--- src/rtl/fmul_core_if.sv ---
`default_nettype none
// ============================================================================
// Module      : fmul_core_if
// Description : Request/result bundle for the sequential float magnitude
//               multiplier. The requester (master) drives start/a/b and
//               observes product/busy/done; the multiplier core is the slave.
// Ports       : start   - request, sampled by the core only while idle
//               a, b    - 31-bit magnitudes: [30:23] exponent, [22:0] fraction
//               product - registered result magnitude
//               busy    - operation in flight
//               done    - one-cycle completion pulse
// Revision    : 1.0 - initial release
// ============================================================================
interface fmul_core_if;
  logic        start;
  logic [30:0] a;
  logic [30:0] b;
  logic [30:0] product;
  logic        busy;
  logic        done;

  modport master (
    output start,
    output a,
    output b,
    input  product,
    input  busy,
    input  done
  );

  modport slave (
    input  start,
    input  a,
    input  b,
    output product,
    output busy,
    output done
  );
endinterface
`default_nettype wire

--- src/rtl/fmul_core.sv ---
`default_nettype none
// ============================================================================
// Module      : fmul_core
// Description : Sequential magnitude multiplier for the single-precision
//               multiply path. 24-step shift-add mantissa multiply, exponent
//               add, then normalize / truncate / clamp. Zero, INF and NaN
//               operands are not special-cased; the downstream judge stage
//               overrides the result for those.
// Ports       : clk   - rising-edge clock
//               rst_n - asynchronous active-low reset
//               bus   - fmul_core_if.slave (start, a, b, product, busy, done)
// Revision    : 1.0 - initial release
// ============================================================================
module fmul_core (
  input  wire logic   clk,
  input  wire logic   rst_n,
  fmul_core_if.slave  bus
);

  typedef enum logic [1:0] {
    S_IDLE = 2'd0,
    S_MUL  = 2'd1,
    S_NORM = 2'd2
  } state_t;

  localparam logic [4:0]  c_LAST_STEP = 5'd23;
  localparam logic [30:0] c_INF_MAG   = 31'h7F80_0000;

  state_t             r_state;
  state_t             w_state_next;
  logic [23:0]        r_ma;
  logic [23:0]        r_mb;
  logic signed [9:0]  r_es;
  logic [47:0]        r_acc;
  logic [4:0]         r_count;
  logic [30:0]        r_product;
  logic               r_done;

  logic               w_load;
  logic               w_step;
  logic               w_finish;

  // Operand decode (only consumed on the accepting edge)
  logic [7:0]         w_ea;
  logic [7:0]         w_eb;
  logic [9:0]         w_es_sum;

  // Shift-add step
  logic [23:0]        w_mb_shifted;
  logic [47:0]        w_addend;

  // Normalization
  logic signed [9:0]  w_e;
  logic [22:0]        w_frac;
  logic [30:0]        w_result;

  assign w_ea     = bus.a[30:23];
  assign w_eb     = bus.b[30:23];
  // Biased exponent sum minus one bias; modulo-1024 arithmetic, read as
  // signed it covers -127..383 without overflow.
  assign w_es_sum = {2'b00, w_ea} + {2'b00, w_eb} - 10'd127;

  // --------------------------------------------------------------------------
  // FSM: state register
  // --------------------------------------------------------------------------
  always_ff @(posedge clk or negedge rst_n) begin
    if (!rst_n) begin
      r_state <= S_IDLE;
    end else begin
      r_state <= w_state_next;
    end
  end

  // --------------------------------------------------------------------------
  // FSM: next state and control strobes
  // --------------------------------------------------------------------------
  always_comb begin
    w_state_next = r_state;
    w_load       = 1'b0;
    w_step       = 1'b0;
    w_finish     = 1'b0;
    case (r_state)
      S_IDLE: begin
        if (bus.start) begin
          w_load       = 1'b1;
          w_state_next = S_MUL;
        end
      end
      S_MUL: begin
        w_step = 1'b1;
        if (r_count == c_LAST_STEP) begin
          w_state_next = S_NORM;
        end
      end
      S_NORM: begin
        w_finish     = 1'b1;
        w_state_next = S_IDLE;
      end
      default: begin
        w_state_next = S_IDLE;
      end
    endcase
  end

  // --------------------------------------------------------------------------
  // Datapath combinational terms
  // --------------------------------------------------------------------------
  always_comb begin
    // Multiplier bit selected by the step counter (count stays 0..23)
    w_mb_shifted = r_mb >> r_count;
    w_addend     = w_mb_shifted[0] ? ({24'd0, r_ma} << r_count) : 48'd0;

    // Product of two 1.x mantissas lies in [1,4): bit 47 set means >= 2.0,
    // so take one bit higher and bump the exponent.
    if (r_acc[47]) begin
      w_frac = r_acc[46:24];
      w_e    = r_es + 10'sd1;
    end else begin
      w_frac = r_acc[45:23];
      w_e    = r_es;
    end

    // Overflow wins over the zero/denormal flush.
    if (w_e >= 10'sd255) begin
      w_result = c_INF_MAG;
    end else if ((w_e <= 10'sd0) || (r_acc[47:46] == 2'b00)) begin
      w_result = 31'd0;
    end else begin
      w_result = {w_e[7:0], w_frac};
    end
  end

  // --------------------------------------------------------------------------
  // Datapath registers
  // --------------------------------------------------------------------------
  always_ff @(posedge clk or negedge rst_n) begin
    if (!rst_n) begin
      r_ma      <= 24'd0;
      r_mb      <= 24'd0;
      r_es      <= 10'sd0;
      r_acc     <= 48'd0;
      r_count   <= 5'd0;
      r_product <= 31'd0;
      r_done    <= 1'b0;
    end else begin
      r_done <= w_finish;
      if (w_load) begin
        // Hidden bit present only for a nonzero exponent
        r_ma    <= {(w_ea != 8'd0), bus.a[22:0]};
        r_mb    <= {(w_eb != 8'd0), bus.b[22:0]};
        r_es    <= $signed(w_es_sum);
        r_acc   <= 48'd0;
        r_count <= 5'd0;
      end else if (w_step) begin
        r_acc <= r_acc + w_addend;
        if (r_count != c_LAST_STEP) begin
          r_count <= r_count + 5'd1;
        end
      end
      if (w_finish) begin
        r_product <= w_result;
      end
    end
  end

  assign bus.product = r_product;
  assign bus.done    = r_done;
  // Busy drops on the same edge that raises done, so the two never overlap.
  assign bus.busy    = (r_state != S_IDLE);

endmodule
`default_nettype wire
--- src/flat_wrapper.sv ---
// flat-port wrapper written by rule: the top's interface ports become plain ports
module fmul_core_flat 
  (clk, rst_n, bus_start, bus_a, bus_b, bus_product, bus_busy, bus_done);
  fmul_core_if bus_i ();
  input  wire logic clk;
  input  wire logic rst_n;
  input wire logic [$bits(bus_i.start)-1:0] bus_start;
  input wire logic [$bits(bus_i.a)-1:0] bus_a;
  input wire logic [$bits(bus_i.b)-1:0] bus_b;
  output wire logic [$bits(bus_i.product)-1:0] bus_product;
  output wire logic [$bits(bus_i.busy)-1:0] bus_busy;
  output wire logic [$bits(bus_i.done)-1:0] bus_done;
  assign bus_i.start = bus_start;
  assign bus_i.a = bus_a;
  assign bus_i.b = bus_b;
  assign bus_product = bus_i.product;
  assign bus_busy = bus_i.busy;
  assign bus_done = bus_i.done;
  fmul_core u_core (.clk(clk), .rst_n(rst_n), .bus(bus_i));
endmodule
--- config.mk ---
export PLATFORM = sky130hd
export DESIGN_NAME = fmul_core_flat
export DESIGN_NICKNAME = d
export VERILOG_FILES = /design/src/rtl/fmul_core_if.sv /design/src/rtl/fmul_core.sv /design/src/flat_wrapper.sv
export SDC_FILE = /design/constraint.sdc
export NUM_CORES = 1
export LEC_CHECK = 0
export ABC_AREA = 1
export CORE_MARGIN = 8
export CORE_UTILIZATION = 45
export CTS_CLUSTER_DIAMETER = 200
export DETAILED_ROUTE_END_ITERATION = 10
export HOLD_SLACK_MARGIN = 0.05
export MAX_ROUTING_LAYER = met4
export SYNTH_ARGS = -nofsm -noshare
export SYNTH_HDL_FRONTEND = slang
export SYNTH_SLANG_ARGS = --single-unit
export TNS_END_PERCENT = 5
--- constraint.sdc ---
create_clock -name clk -period 3.5 [get_ports clk]
set_input_delay 0.35 -clock clk [delete_from_list [all_inputs] [get_ports clk]]
set_output_delay 0.35 -clock clk [all_outputs]
set_load 0.02 [all_outputs]
---- Word level (Yosys, flattened, before mapping) ----
Index checks and enable logic that the tools add are counted.
W data, S select, Z words.
operators by class
  add/subtract/negate cells ............... 5
  magnitude comparators ................... 2
  equality and inequality tests ........... 6
  shifts and indexed selects .............. 2
  mux-type cells .......................... 17
  reduce and logical (&&, ||, !) cells .... 10
operators by type and width
  operator                 number
  $mux W48                 3
  $mux W31                 2
  $add A48 B48 Y48         1
  $shl A24 B5 Y48          1
  $shr A24 B5 Y1           1
  $mux W23                 1
  $reduce_bool A8 Y1       2
  $mux W5                  3
  $add A10 B2 Y10 const B  1
  $ge A10 B9 Y1 const B    1
  $le A10 B1 Y1 const B    1
  $mux W10                 1
  $sub A10 B7 Y10 const B  1
  $add A8 B8 Y9            1
  $reduce_bool A2 Y1       3
  $add A5 B1 Y5 const B    1
  $eq A5 B5 Y1 const B     1
  $ne A5 B5 Y1 const B     1
  $logic_not A2 Y1         2
  $mux W1                  4
  $mux W2                  2
  $pmux W2 S2              1
  $reduce_and A2 Y1        2
  $eq A2 B1 Y1 const B     1
  other kinds (4)          4
word-level totals
  register bits ........................... 145
  input bits .............................. 65
  output and inout port bits .............. 33
  logic and storage cells ................. 50

---- Longest topological paths before layout ----
Gate-level depths: netlist of run 1.
  word-level depth ........................ 6
  depth in mapped cells ................... 28
  gate-level depth less buffers ........... 26

---- Least setup slack after synthesis of run 1 ----
OpenSTA, ideal clock, no wires.
  path type ............................... reg2reg
  start point ............................. register u_core.r_count[0]
  end point ............................... register u_core.r_acc[38]
  library setup time ...................... 0.118 ns
  arrival ................................. 2.966 ns
  data required time ...................... 3.382 ns
  slack ................................... 0.416 ns
  stages on the path, launching flop included .. 22
  buffers on the path ..................... 3
  clock period less this slack ............ 3.084 ns
  cell sequence ........................... dfrtp_1 buf_4 buf_4 o21ai_0 o21ai_0 o211ai_1 o21ai_0 nand2_1 nand2_2 buf_4 nand2_1 inv_1 ha_1 nand2_1 inv_1 a21oi_1 a21boi_0 nor2_1 nor2_1 nand3_1 nand3_1 nand2_1
between the ends
  word-level cells in the longest chain between the ends .. 5
  elaborated cells between the ends (all ways) .. 6
  classes of those cells .................. 1 x add/sub; 2 x shift; 3 x mux
ends and longest elaborated chain
  item                                                      line                                text
  start: declaration                                        fmul_core.sv:35                     logic [4:0] r_count;
  start signal: assignment                                  fmul_core.sv:157                    r_count <= r_count + 5'd1;
  $shl A24 B5 Y48 / $shr A24 B5 Y1 (equally long branches)  fmul_core.sv:111, fmul_core.sv:110
  $mux W48 *                                                fmul_core.sv:111                    w_addend = w_mb_shifted[0] ? ({24'd0, r_ma} << r_count) : 48'd0;
  $add A48 B48 Y48 *                                        fmul_core.sv:155                    r_acc <= r_acc + w_addend;
  $mux W48 *                                                fmul_core.sv:154                    end else if (w_step) begin
  $mux W48 *                                                fmul_core.sv:147                    if (w_load) begin
  end signal: assignment                                    fmul_core.sv:155
  end: declaration                                          fmul_core.sv:34                     logic [47:0] r_acc;
Mark *: on every way between the ends. The rest lies on a longest branch, timed or not. The select of a mux whose other input is x is not followed.
A chain may end at the register's enable or synchronous reset.

---- Worst setup path in the final report of run 1 ----
  start point ............................. register u_core.r_count[0]
  end point ............................... register u_core.r_acc[41]
The elaborated chain is that of the path after synthesis.

==> implementation parameters, run 1 <==
Parameter                              Value

Detailed routing
  Via count    14.0k
  Detailed router's first-iteration violation count    1148
  Detailed Route WL    45.0 mm
  Average wire per standard cell    16.7 um
  TritonRoute pass-1 iters    6
  Vias per Instance    5.19
  Final ANT Viol Nets    0
  DRC violations left    0

Power
  Gate power share    74.5%
  Internal power of the cells    9.27 mW
  Leakage power figure    8.69 nW
  Power density over the cells    1170 nW/um2
  Max IR drop VDD    0.591 mV
  Power share of the sequential group    16.3%
  Share of total power in the clock network    9.2%
  P_sw    10.2 mW
  Switching portion of total power    52.4%

Place
  Cell area after placement    14900 um2
  RD Place Congestion    0.967
  Count of buffers from port buffering    97
  DPL Wire Length    35.2 mm
  Placed cell count    2653

Final layout
  Final-stage net count    2429
  Fraction of layout instances using a drive strength above 1    21.0%
  Final-layout fill cell count    2757
  Area Growth Syn to Fin    32.8%
  Multi-input gate area in the final layout    8650 um2
  Total inserted antenna cells    0
  Design Area, Final    16700 um2
  Reg area    3630 um2
  Post-Layout Cell Count    2694
  Final core utilization    60.3%

Synthesis
  Number of register bits inferred by synthesis    145
  Syn Nets    2213
  Post-synth top flop    dfrtp_1
  Yosys synthesis warning count    0
  Number of cells produced by synthesis    2088
  Netlist Area Pre-Place    12500 um2
  Number of enable flip-flop cells after synthesis    0
  Post-synth cell types    40
  Sequential share of the synthesized area    28.9%
  Async S/R FF share, synth    100%
  Average footprint of a synthesized cell    6.01 um2

Min path
  Hold Crit Class    input pin to flip-flop
  Worst hold path cell count    3

GRT
  Largest net degree at the start of global routing    70
  Met3 track demand over resource    3.23%
  Via count of the first global-routing pass    13.2k
  Wire length of the first global-routing pass    70.6 mm
  Global router's overall resource usage    27.4%
  Met1 GRT Util    35.0%
  Remaining global-route overflow    0
  Antenna violations before repair    0
  Global Route met2 Usage    44.6%
  Most Used Layer, Global Route    met2

Clock network
  Depth of the CTS H-tree    4
  Maximum buffer depth of the clock tree    2
  TritonCTS clock tree    built
  Clock insertion delay at the later pin of the skew report    460 ps
  Inserted Clock Buffers    17
  Clk sink count    145
  Clock edge transition at the registers on the reported setup and hold paths    60 ps
  Cell at the root of the clock tree    clkbuf_16

Floorplanning
  Boundary Pins    98
  Rows    61
  Die width    183 um
  Floorplan die area    33500 um2
  Effective utilization at floorplan    45.4%
  Vertical extent of the die    183 um
  Floorplan core area    27600 um2

Outcome
  Run status    finished, final reports clean

Timing
  Fin Hold WS    430 ps
  Max transition margin    49.7%
  Final Critical Period    3370 ps
  Worst setup skew after layout    14.3 ps
  Number of hold violations in the final report    0
  Post-route fraction of the period consumed by the critical path    96.3%
  Final setup viols    0
  Final count of pins violating max slew    0
  Unrepaired setup endpoints after global routing    yes
  FMAX    0.297 GHz
  Worst Max-Slew Pin Slew    754 ps

Critical path
  Crit path cell chain    inv_4 -> clkbuf_16 -> nand2_1 -> nand3_1 -> nand3_1 -> o21ai_0 -> or2_2 -> nand3_1 -> o21ai_0 -> nand2_1 -> inv_1 -> ha_4 -> nand2_1 -> nor2_2 -> inv_1 -> nor2_4 -> nand2_2 -> nor3_2 -> nand2_2 -> nand3_1 -> nand2_1 -> nand3_1 -> nand2_1
  Req. time, crit path    3840 ps
  Register-to-Register Path Depth    23
  Capturing element type of the critical path    flip-flop
  Critical path buffer and inverter count    4
  Worst EP arrival    3710 ps
  Critical path's slowest cell    dfrtp_2
  Category of the most critical setup path    flip-flop to flip-flop
  Top fanout value on the critical path    11
  Critical path depth    23
  Kind of start point of the critical path    flip-flop
  Maximum cell stage delay along the critical path    450 ps
  Cell family with the largest share of critical-path delay    simple AND/OR/NAND/NOR gates

Flow run
  Count of max-cap constraint violations    0
-- final cells by class --
class	instances	share of cell area, %
clock buffer	19	2.66
clock inverter	12	0.668
inverter	264	5.98
multi-input combinational	1611	51.9
sequential	145	21.8
tap	378	2.84
timing repair buffer	265	14.1
-- Yosys cell counts, types with 7 or more instances --
cell | n | area, um2
nor2_1 | 174 | 653
buf_2 | 12 | 60.1
or2_2 | 31 | 194
inv_1 | 257 | 965
nand3_1 | 160 | 801
dfrtp_1 | 145 | 3630
o21ai_0 | 133 | 666
o21bai_1 | 13 | 97.6
nand2_1 | 831 | 3120
a21oi_1 | 84 | 420
buf_1 | 11 | 41.3
nand4_1 | 24 | 150
o211ai_1 | 10 | 75.1
nand3_2 | 11 | 110
ha_1 | 58 | 726
clkbuf_1 | 36 | 135
buf_4 | 7 | 52.6
nor3_1 | 25 | 125
-- power groups by stage --
| stage | Sequential (mW) | Clock (mW) | Combinational (mW) |
|---|---|---|---|
| 2_1_floorplan | 2.90 | 0 | 7.57 |
| 3_3_place_gp | 3.09 | 0 | 12.0 |
| 4_1_cts | 3.09 | 1.82 | 12.3 |
| 5_1_grt | 3.24 | 1.89 | 15.9 |
| 6_report | 3.18 | 1.78 | 14.5 |
| 3_5_place_dp | 3.10 | 0 | 12.1 |
-- routing by layer --
layer / up-vias / wire, um
met1: 6502 / 20400
li1: 7061 / -
met3: 70 / 1870
met2: 341 / 21400
met4: 0 / 1310
met5: - / 0
-- path summary, 6_finish.rpt --
kind | start | end | slack, ps
min in group asynchronous | rst_n | u_core.bus.product[20] | 440
hold / removal | bus_b[3] | u_core.r_mb[3] | 430
max in group asynchronous | rst_n | u_core.r_ma[11] | 2180
hold reg to reg | u_core.r_mb[4] | u_core.r_mb[4] | 480
setup reg to reg | u_core.r_count[0] | u_core.r_acc[41] | 130
setup / recovery | u_core.r_count[0] | u_core.r_acc[41] | 130
-- cells in the final DEF (no fill, tap or decap), types with 49 or more instances in the layout --
cell type and n:
nand2_1 776, inv_1 246, buf_4 153, nand3_1 150, dfrtp_1 143, nor2_1 114, clkdlybuf4s50_1 96, o21ai_0 86
nand2_2 56, a21oi_1 55, nor2_2 49
-- repair_timing --
item,in CTS,in global routing
endpoints found under the setup margin,26,43
buffers inserted,0,7
pin swaps,0,43
gates resized for setup,27,294
cloned,0,2
endpoints found under the hold margin,46,0
hold buffers,1,0
-- metrics by stage --
step / setup slack, ps / TNS, ps / total power, mW
3_3_place_gp: -196 / -1150 / 15.1
4_1_cts: -11.7 / -19.9 / 17.2
5_1_grt: -60.3 / -761 / 21.0
6_report: 130 / 0 / 19.5
3_5_place_dp: -229 / -2310 / 15.2
2_1_floorplan: 416 / 0 / 10.5
-- worst reg2reg max path: stages (launching register included) --
cell	delay [ps]
dfrtp_2	450
inv_4	80
clkbuf_16	170
nand2_1	70
nand3_1	110
nand3_1	120
o21ai_0	130
or2_2	310
nand3_1	90
o21ai_0	90
nand2_1	80
inv_1	120
ha_4	350
nand2_1	90
nor2_2	140
inv_1	100
nor2_4	150
nand2_2	80
nor3_2	170
nand2_2	110
nand3_1	90
nand2_1	50
nand3_1	60
nand2_1	50
-- flip-flops by register name (all words and copies together), names as in the netlist --
signal	count
u_core.r_state	2
u_core.r_mb	24
u_core.r_acc	48
u_core.r_count	5
u_core.r_es	10
u_core.bus.done	1
u_core.bus.product	31
u_core.r_ma	24
-- logic make-up after synthesis --
| kind of cell | Yosys count | share of synthesized area, % |
|---|---|---|
| buffers and inverters | 332 | 10.4 |
| and+or+nand+nor | 1279 | 42.4 |
| adders and majority gates | 60 | 6.10 |
| AOI/OAI and AO/OA | 264 | 11.5 |
| DFF | 145 | 28.9 |
| xor gates and xnor gates | 8 | 0.708 |
(Power assumes the default switching activity.)
==> run 2: changes to the inputs <==
CORE_MARGIN = 5   (was 8)
==> implementation parameters, run 2 (synthesized netlist as in run 1, its figures left out) <==
Parameter                              Value

Timing
  Final setup viols    0 (unchanged)
  Worst setup skew after layout    14.6 ps (+0.324 ps)
  Post-route fraction of the period consumed by the critical path    96.5% (+0.20 points)
  Final count of pins violating max slew    0 (unchanged)
  Final Critical Period    3380 ps (+7.16 ps)
  Unrepaired setup endpoints after global routing    yes
  Number of hold violations in the final report    0 (unchanged)
  Aggregate negative setup slack    0 ps (unchanged)
  Max transition margin    46.9% (-2.7 points)
  Min setup slack post-route    123 ps (-7.16 ps)
  Worst Max-Slew Pin Slew    796 ps (+41.8 ps)
  FMAX    0.296 GHz (-0.21%)

Flow run
  Count of max-cap constraint violations    0 (unchanged)

Floorplanning
  Floorplan core area    27600 um2 (unchanged)
  Rows    61 (unchanged)
  Vertical extent of the die    177 um (-3.3%)
  Effective utilization at floorplan    45.4% (unchanged)
  Die width    177 um (-3.3%)
  Boundary Pins    98 (unchanged)
  Floorplan die area    31300 um2 (-6.5%)

Detailed routing
  Final ANT Viol Nets    0 (unchanged)
  Via count    13.7k (-2.2%)
  Average wire per standard cell    16.4 um (-1.8%)
  TritonRoute pass-1 iters    7 (+1)
  DRC violations left    0 (unchanged)
  Vias per Instance    5.18 (-0.16%)
  Detailed router's first-iteration violation count    1129 (-1.7%)
  Detailed Route WL    43.2 mm (-3.9%)

Final layout
  Fraction of layout instances using a drive strength above 1    17.3% (-3.7 points)
  Post-Layout Cell Count    2638 (-2.1%)
  Design Area, Final    16000 um2 (-3.8%)
  Final-stage net count    2372 (-2.3%)
  Total inserted antenna cells    0 (unchanged)
  Most frequent cells in the layout    nand2_1, inv_1, nand3_1
  Largest register FFs    48 (unchanged)
  Most common cell after layout, fill and taps aside    nand2_1
  Final-layout fill cell count    2841 (+3.0%)
  Area Growth Syn to Fin    27.7%
  Largest register by flop count    u_core.r_acc

Min path
  Critical hold path startpoint    bus_b[5]
  Hold Crit Class    input pin to flip-flop

Power
  Power share of the sequential group    17.0% (+0.7 points)
  P_sw    9.90 mW (-2.7%)
  Leakage power figure    8.37 nW (-3.7%)
  Switching portion of total power    53.7% (+1.4 points)
  Power density over the cells    1150 nW/um2 (-1.4%)
  Internal power of the cells    8.54 mW (-7.9%)
  Share of total power in the clock network    10.0% (+0.8 points)
  Max IR drop VDD    0.446 mV (-25%)
  Gate power share    73.0% (-1.5 points)

Critical path
  Top fanout value on the critical path    23 (+12)
  Critical path's slowest cell    dfrtp_2
  Category of the most critical setup path    flip-flop to flip-flop
  Kind of start point of the critical path    flip-flop
  Source of the critical timing path    u_core.r_count[0]
  Req. time, crit path    3840 ps (about the same)
  Cell family with the largest share of critical-path delay    compound AO/OA/AOI/OAI gates
  Crit-path most repeated cell    nand2_1
  Startpoint of the most critical register-to-register path    u_core.r_count[0]
  Worst EP arrival    3720 ps (about the same)
  Crit path cell chain    inv_2 -> buf_12 -> nand2_1 -> nand2_1 -> o21ai_1 -> o21ai_0 -> or2_2 -> nand2_1 -> o21ai_0 -> nand2_1 -> inv_1 -> ha_4 -> nand2_2 -> inv_1 -> a21oi_1 -> buf_4 -> o21ai_0 -> a21oi_1 -> nand3_1 -> nand2_1 -> nand3_1 -> nand2_1
  Capturing element type of the critical path    flip-flop
  Critical path buffer and inverter count    5 (+1)
  Maximum cell stage delay along the critical path    430 ps (-20 ps)

GRT
  Antenna violations before repair    0 (unchanged)
  Largest net degree at the start of global routing    79 (+13%)
  Remaining global-route overflow    0 (unchanged)
  Wire length of the first global-routing pass    67.2 mm (-4.9%)
  Via count of the first global-routing pass    12.5k (-5.7%)
  Global router's overall resource usage    28.0% (+0.62 points)

Clock network
  Clock edge transition at the registers on the reported setup and hold paths    70 ps (about the same)
  Cell at the root of the clock tree    clkbuf_16
  TritonCTS clock tree    built
  Depth of the CTS H-tree    4 (unchanged)
  Maximum buffer depth of the clock tree    2 (unchanged)
  Clk sink count    145 (unchanged)
  Clock insertion delay at the later pin of the skew report    450 ps (about the same)
  Inserted Clock Buffers    17 (unchanged)

Outcome
  Run status    finished, final reports clean

Place
  Count of buffers from port buffering    97 (unchanged)
  Post-Place Setup Slack    -168 ps (+60.5 ps)
  Cell area after placement    14500 um2 (-2.7%)
  Placed cell count    2598 (-2.1%)
  DPL Wire Length    34.0 mm (-3.2%)
  RD Place Congestion    0.989 (+2.3%)
-- run 2: cell count changes in the layout (fill, tap and decap cells not counted), sizes merged --
cell / before / now
bufinv: 1 / 0
clkbuf: 20 / 18
clkinv: 8 / 6
inv: 264 / 271
clkinvlp: 3 / 2
buf: 167 / 110
-- run 2: stage by stage --
step                total power, mW  hold slack, ps  utilization, %
floorplan                      10.5            54.4               -
global placement               14.6             458            52.6
detailed placement             14.6             461            52.6
CTS                            16.6             415            54.8
global route                   20.0             420            58.0
finish                         18.4             426            58.0
-- run 2: final timing paths --
kind                                          end  slack [ps]  depth (start not counted)
max in group asynchronous        u_core.r_acc[15]        2100                          3
max reg2reg                      u_core.r_acc[41]         120                         22
min                                u_core.r_mb[5]         430                          3
max                              u_core.r_acc[41]         120                         22
min in group asynchronous  u_core.bus.product[17]         520                          2
min reg2reg                u_core.bus.product[16]         480                          2
-- run 2: layer usage --
layer  part of all wire (%)  vias to the layer above  GRT usage, %
met3                    4.9                       90          3.76
met4                    3.2                        0          9.51
li1                       -                     6957             -
met2                     46                      391          44.5
met5                      0                        -             -
met1                     45                     6223          37.1
-- run 2: timing repair --
item	4_1_cts	5_1_grt
endpoints found under the setup margin	24	42
cloned	0	1
setup buffers	0	6
hold endpoints to repair	76	0
hold buffers	1	0
resized for setup	12	237
pin swaps	0	27
-- run 2: area by class of cell --
cell class	instances	area, um2	area share, %
clock buffer	17	425	2.66
inverter	264	991	6.19
tap	378	473	2.95
sequential	145	3630	22.7
clock inverter	15	143	0.890
multi-input combinational	1611	8450	52.7
timing repair buffer	208	1910	11.9
-- run 2: tightest hold or removal path, stage by stage --
cell,delay (ps)
clkdlybuf4s50_1,390
nand2_1,60
nand2_1,40
-- run 2: power groups by stage --
stage	combinational [mW]	clock (mW)	sequential, mW
after floorplan	7.57	0	2.90
final	13.5	1.84	3.14
after CTS	11.7	1.87	3.06
after detailed placement	11.6	0	3.07
after global placement	11.5	0	3.08
after global routing	14.8	1.94	3.21
==> run 3: changes to the inputs <==
ABC_CLOCK_PERIOD_IN_PS = 3500   (was not set)
SKIP_LAST_GASP = 1   (was not set)
==> implementation parameters, run 3 (synthesized netlist as in run 1, its figures left out) <==
Parameter                              Value

Critical path
  Crit-path most repeated cell    nand2_1
  Critical path buffer and inverter count    5 (unchanged)
  Source of the critical timing path    u_core.r_count[0]
  Critical path's slowest cell    dfrtp_2
  Capture point of the worst reg-to-reg path    u_core.r_acc[41]
  Worst EP arrival    3710 ps (about the same)
  Register-to-Register Path Depth    21 (-4.5%)
  Crit path cell chain    inv_2 -> buf_12 -> nand2_1 -> nand3_1 -> o21ai_1 -> o21ai_0 -> or2_2 -> nand2_1 -> o21ai_0 -> nand2_1 -> inv_1 -> ha_4 -> nand2_2 -> inv_1 -> a21oi_1 -> buf_4 -> o21ai_0 -> a21oi_1 -> nand4_1 -> nand3_1 -> nand2_1
  Critical path depth    21 (-4.5%)
  Maximum cell stage delay along the critical path    450 ps (+20 ps)
  Kind of start point of the critical path    flip-flop
  Category of the most critical setup path    flip-flop to flip-flop
  Top fanout value on the critical path    23 (unchanged)
  Capturing element type of the critical path    flip-flop
  Req. time, crit path    3840 ps (about the same)
  Startpoint of the most critical register-to-register path    u_core.r_count[0]
  Critical path capture point    u_core.r_acc[41]
  Cell family with the largest share of critical-path delay    compound AO/OA/AOI/OAI gates
  Slack of the worst reg-to-reg path    130 ps (about the same)

Timing
  Worst Max-Slew Pin Slew    796 ps (-0.264 ps)
  Final count of pins violating max slew    0 (unchanged)
  Number of hold violations in the final report    0 (unchanged)
  Worst setup skew after layout    16.9 ps (+2.28 ps)
  Unrepaired setup endpoints after global routing    yes
  Fin Hold WS    426 ps (+0.131 ps)
  Post-route fraction of the period consumed by the critical path    96.3% (-0.22 points)
  Max transition margin    47.0% (about the same)
  Final setup viols    0 (unchanged)
  FMAX    0.297 GHz (+0.23%)
  Final Critical Period    3370 ps (-7.62 ps)

Final layout
  Fraction of layout instances using a drive strength above 1    16.6% (-0.62 points)
  Final-layout fill cell count    2863 (+0.77%)
  Largest register FFs    48 (unchanged)
  Final-stage net count    2372 (unchanged)
  Area Growth Syn to Fin    27.2%
  Largest register by flop count    u_core.r_acc
  Most frequent cells in the layout    nand2_1, inv_1, nand3_1
  Post-Layout Cell Count    2638 (unchanged)
  Total inserted antenna cells    0 (unchanged)
  Most common cell after layout, fill and taps aside    nand2_1
  Design Area, Final    16000 um2 (-0.43%)

Detailed routing
  DR WL met2    20.1 mm (about the same)
  DRC violations left    0 (unchanged)
  Via count    13.6k (-0.51%)
  Detailed Route WL    43.2 mm (-0.21%)
  Met1 wire length    19.6 mm (-0.40%)
  Top layer reached by signal wires    met4
  Vias per Instance    5.15 (-0.51%)
  Detailed router's first-iteration violation count    1122 (-0.62%)
  TritonRoute pass-1 iters    8 (+1)
  Final ANT Viol Nets    0 (unchanged)
  Total length of routed met3 wires    2.18 mm (+2.9%)
  Average wire per standard cell    16.4 um (-0.21%)

Place
  DPL Wire Length    34.0 mm (unchanged)
  RD Place Congestion    0.989 (unchanged)
  Placed cell count    2598 (unchanged)
  Cell area after placement    14500 um2 (unchanged)
  Count of buffers from port buffering    97 (unchanged)

Floorplanning
  Boundary Pins    98 (unchanged)
  Vertical extent of the die    177 um (unchanged)
  Rows    61 (unchanged)
  Die width    177 um (unchanged)
  Floorplan die area    31300 um2 (unchanged)
  Floorplan core area    27600 um2 (unchanged)
  Effective utilization at floorplan    45.4% (unchanged)

GRT
  Global router's overall resource usage    28.0% (about the same)
  Wire length of the first global-routing pass    67.1 mm (about the same)
  Largest net degree at the start of global routing    79 (unchanged)
  Remaining global-route overflow    0 (unchanged)
  Via count of the first global-routing pass    12.5k (-0.048%)
  Antenna violations before repair    0 (unchanged)

Min path
  Hold Crit Class    input pin to flip-flop
  Critical hold path startpoint    bus_b[5]

Power
  Max IR drop VDD    0.443 mV (-0.58%)
  Power density over the cells    1150 nW/um2 (-0.41%)
  Leakage power figure    8.35 nW (-0.18%)

Clock network
  Cell at the root of the clock tree    clkbuf_16
  Maximum buffer depth of the clock tree    2 (unchanged)
  Clock insertion delay at the later pin of the skew report    450 ps (about the same)
  Depth of the CTS H-tree    4 (unchanged)
  Inserted Clock Buffers    17 (unchanged)
  TritonCTS clock tree    built
  Clock edge transition at the registers on the reported setup and hold paths    70 ps (about the same)
  Clk sink count    145 (unchanged)

Outcome
  Run status    finished, final reports clean

Flow run
  Count of max-cap constraint violations    0 (unchanged)
==> run 3: cell counts in the layout (fill, tap and decap cells not counted) <==
Identical to the previous run, type by type.
==> run 3: layout make-up <==
type | count | area, um2 | area share, %
clock inverter | 15 | 143 | 0.894
sequential | 145 | 3630 | 22.8
clock buffer | 17 | 425 | 2.67
inverter | 264 | 991 | 6.21
tap | 378 | 473 | 2.97
multi-input combinational | 1611 | 8380 | 52.5
timing repair buffer | 208 | 1910 | 12.0
==> run 3: worst min-delay path by stage <==
stage               cells past startpoint                endpoint  slack (ps)
floorplan                               0         u_core.bus.done          50
global placement                        1  u_core.bus.product[17]         460
detailed placement                      1  u_core.bus.product[20]         460
CTS                                     3          u_core.r_mb[8]         410
global route                            3          u_core.r_mb[5]         420
finish                                  3          u_core.r_mb[5]         430
==> run 3: report_power, final <==
part           switching [mW]  internal (mW)
sequential              0.722           2.41
clock                   0.894          0.943
combinational            8.19           5.12
==> run 3: metrics by stage <==
stage	util, %	power, mW	worst slack [ps]	setup TNS, ps
final	57.7	18.3	130	0
after global routing	57.7	19.9	-94.5	-1120
after floorplan	-	10.5	416	0
after global placement	52.6	14.6	-138	-704
after CTS	54.7	16.6	-38.4	-96.1
after detailed placement	52.6	14.6	-168	-1170
==> run 3: timing repair <==
action | 4_1_cts | 5_1_grt
pin swaps | 0 | 26
setup endpoints to repair | 24 | 42
endpoints found under the hold margin | 76 | 0
cloned | 0 | 1
gates resized for setup | 8 | 223
hold buffers | 1 | 0
setup buffers | 0 | 6
==> run 3: worst min-delay path, stage by stage <==
cell	delay, ps
clkdlybuf4s50_1	390
nand2_1	60
nand2_1	40
==> run 3: layer usage <==
metal / GRT usage [%] / up-vias
met5: - / -
met4: 9.51 / 0
met3: 3.76 / 82
met2: 44.5 / 361
met1: 37.1 / 6183
li1: - / 6965
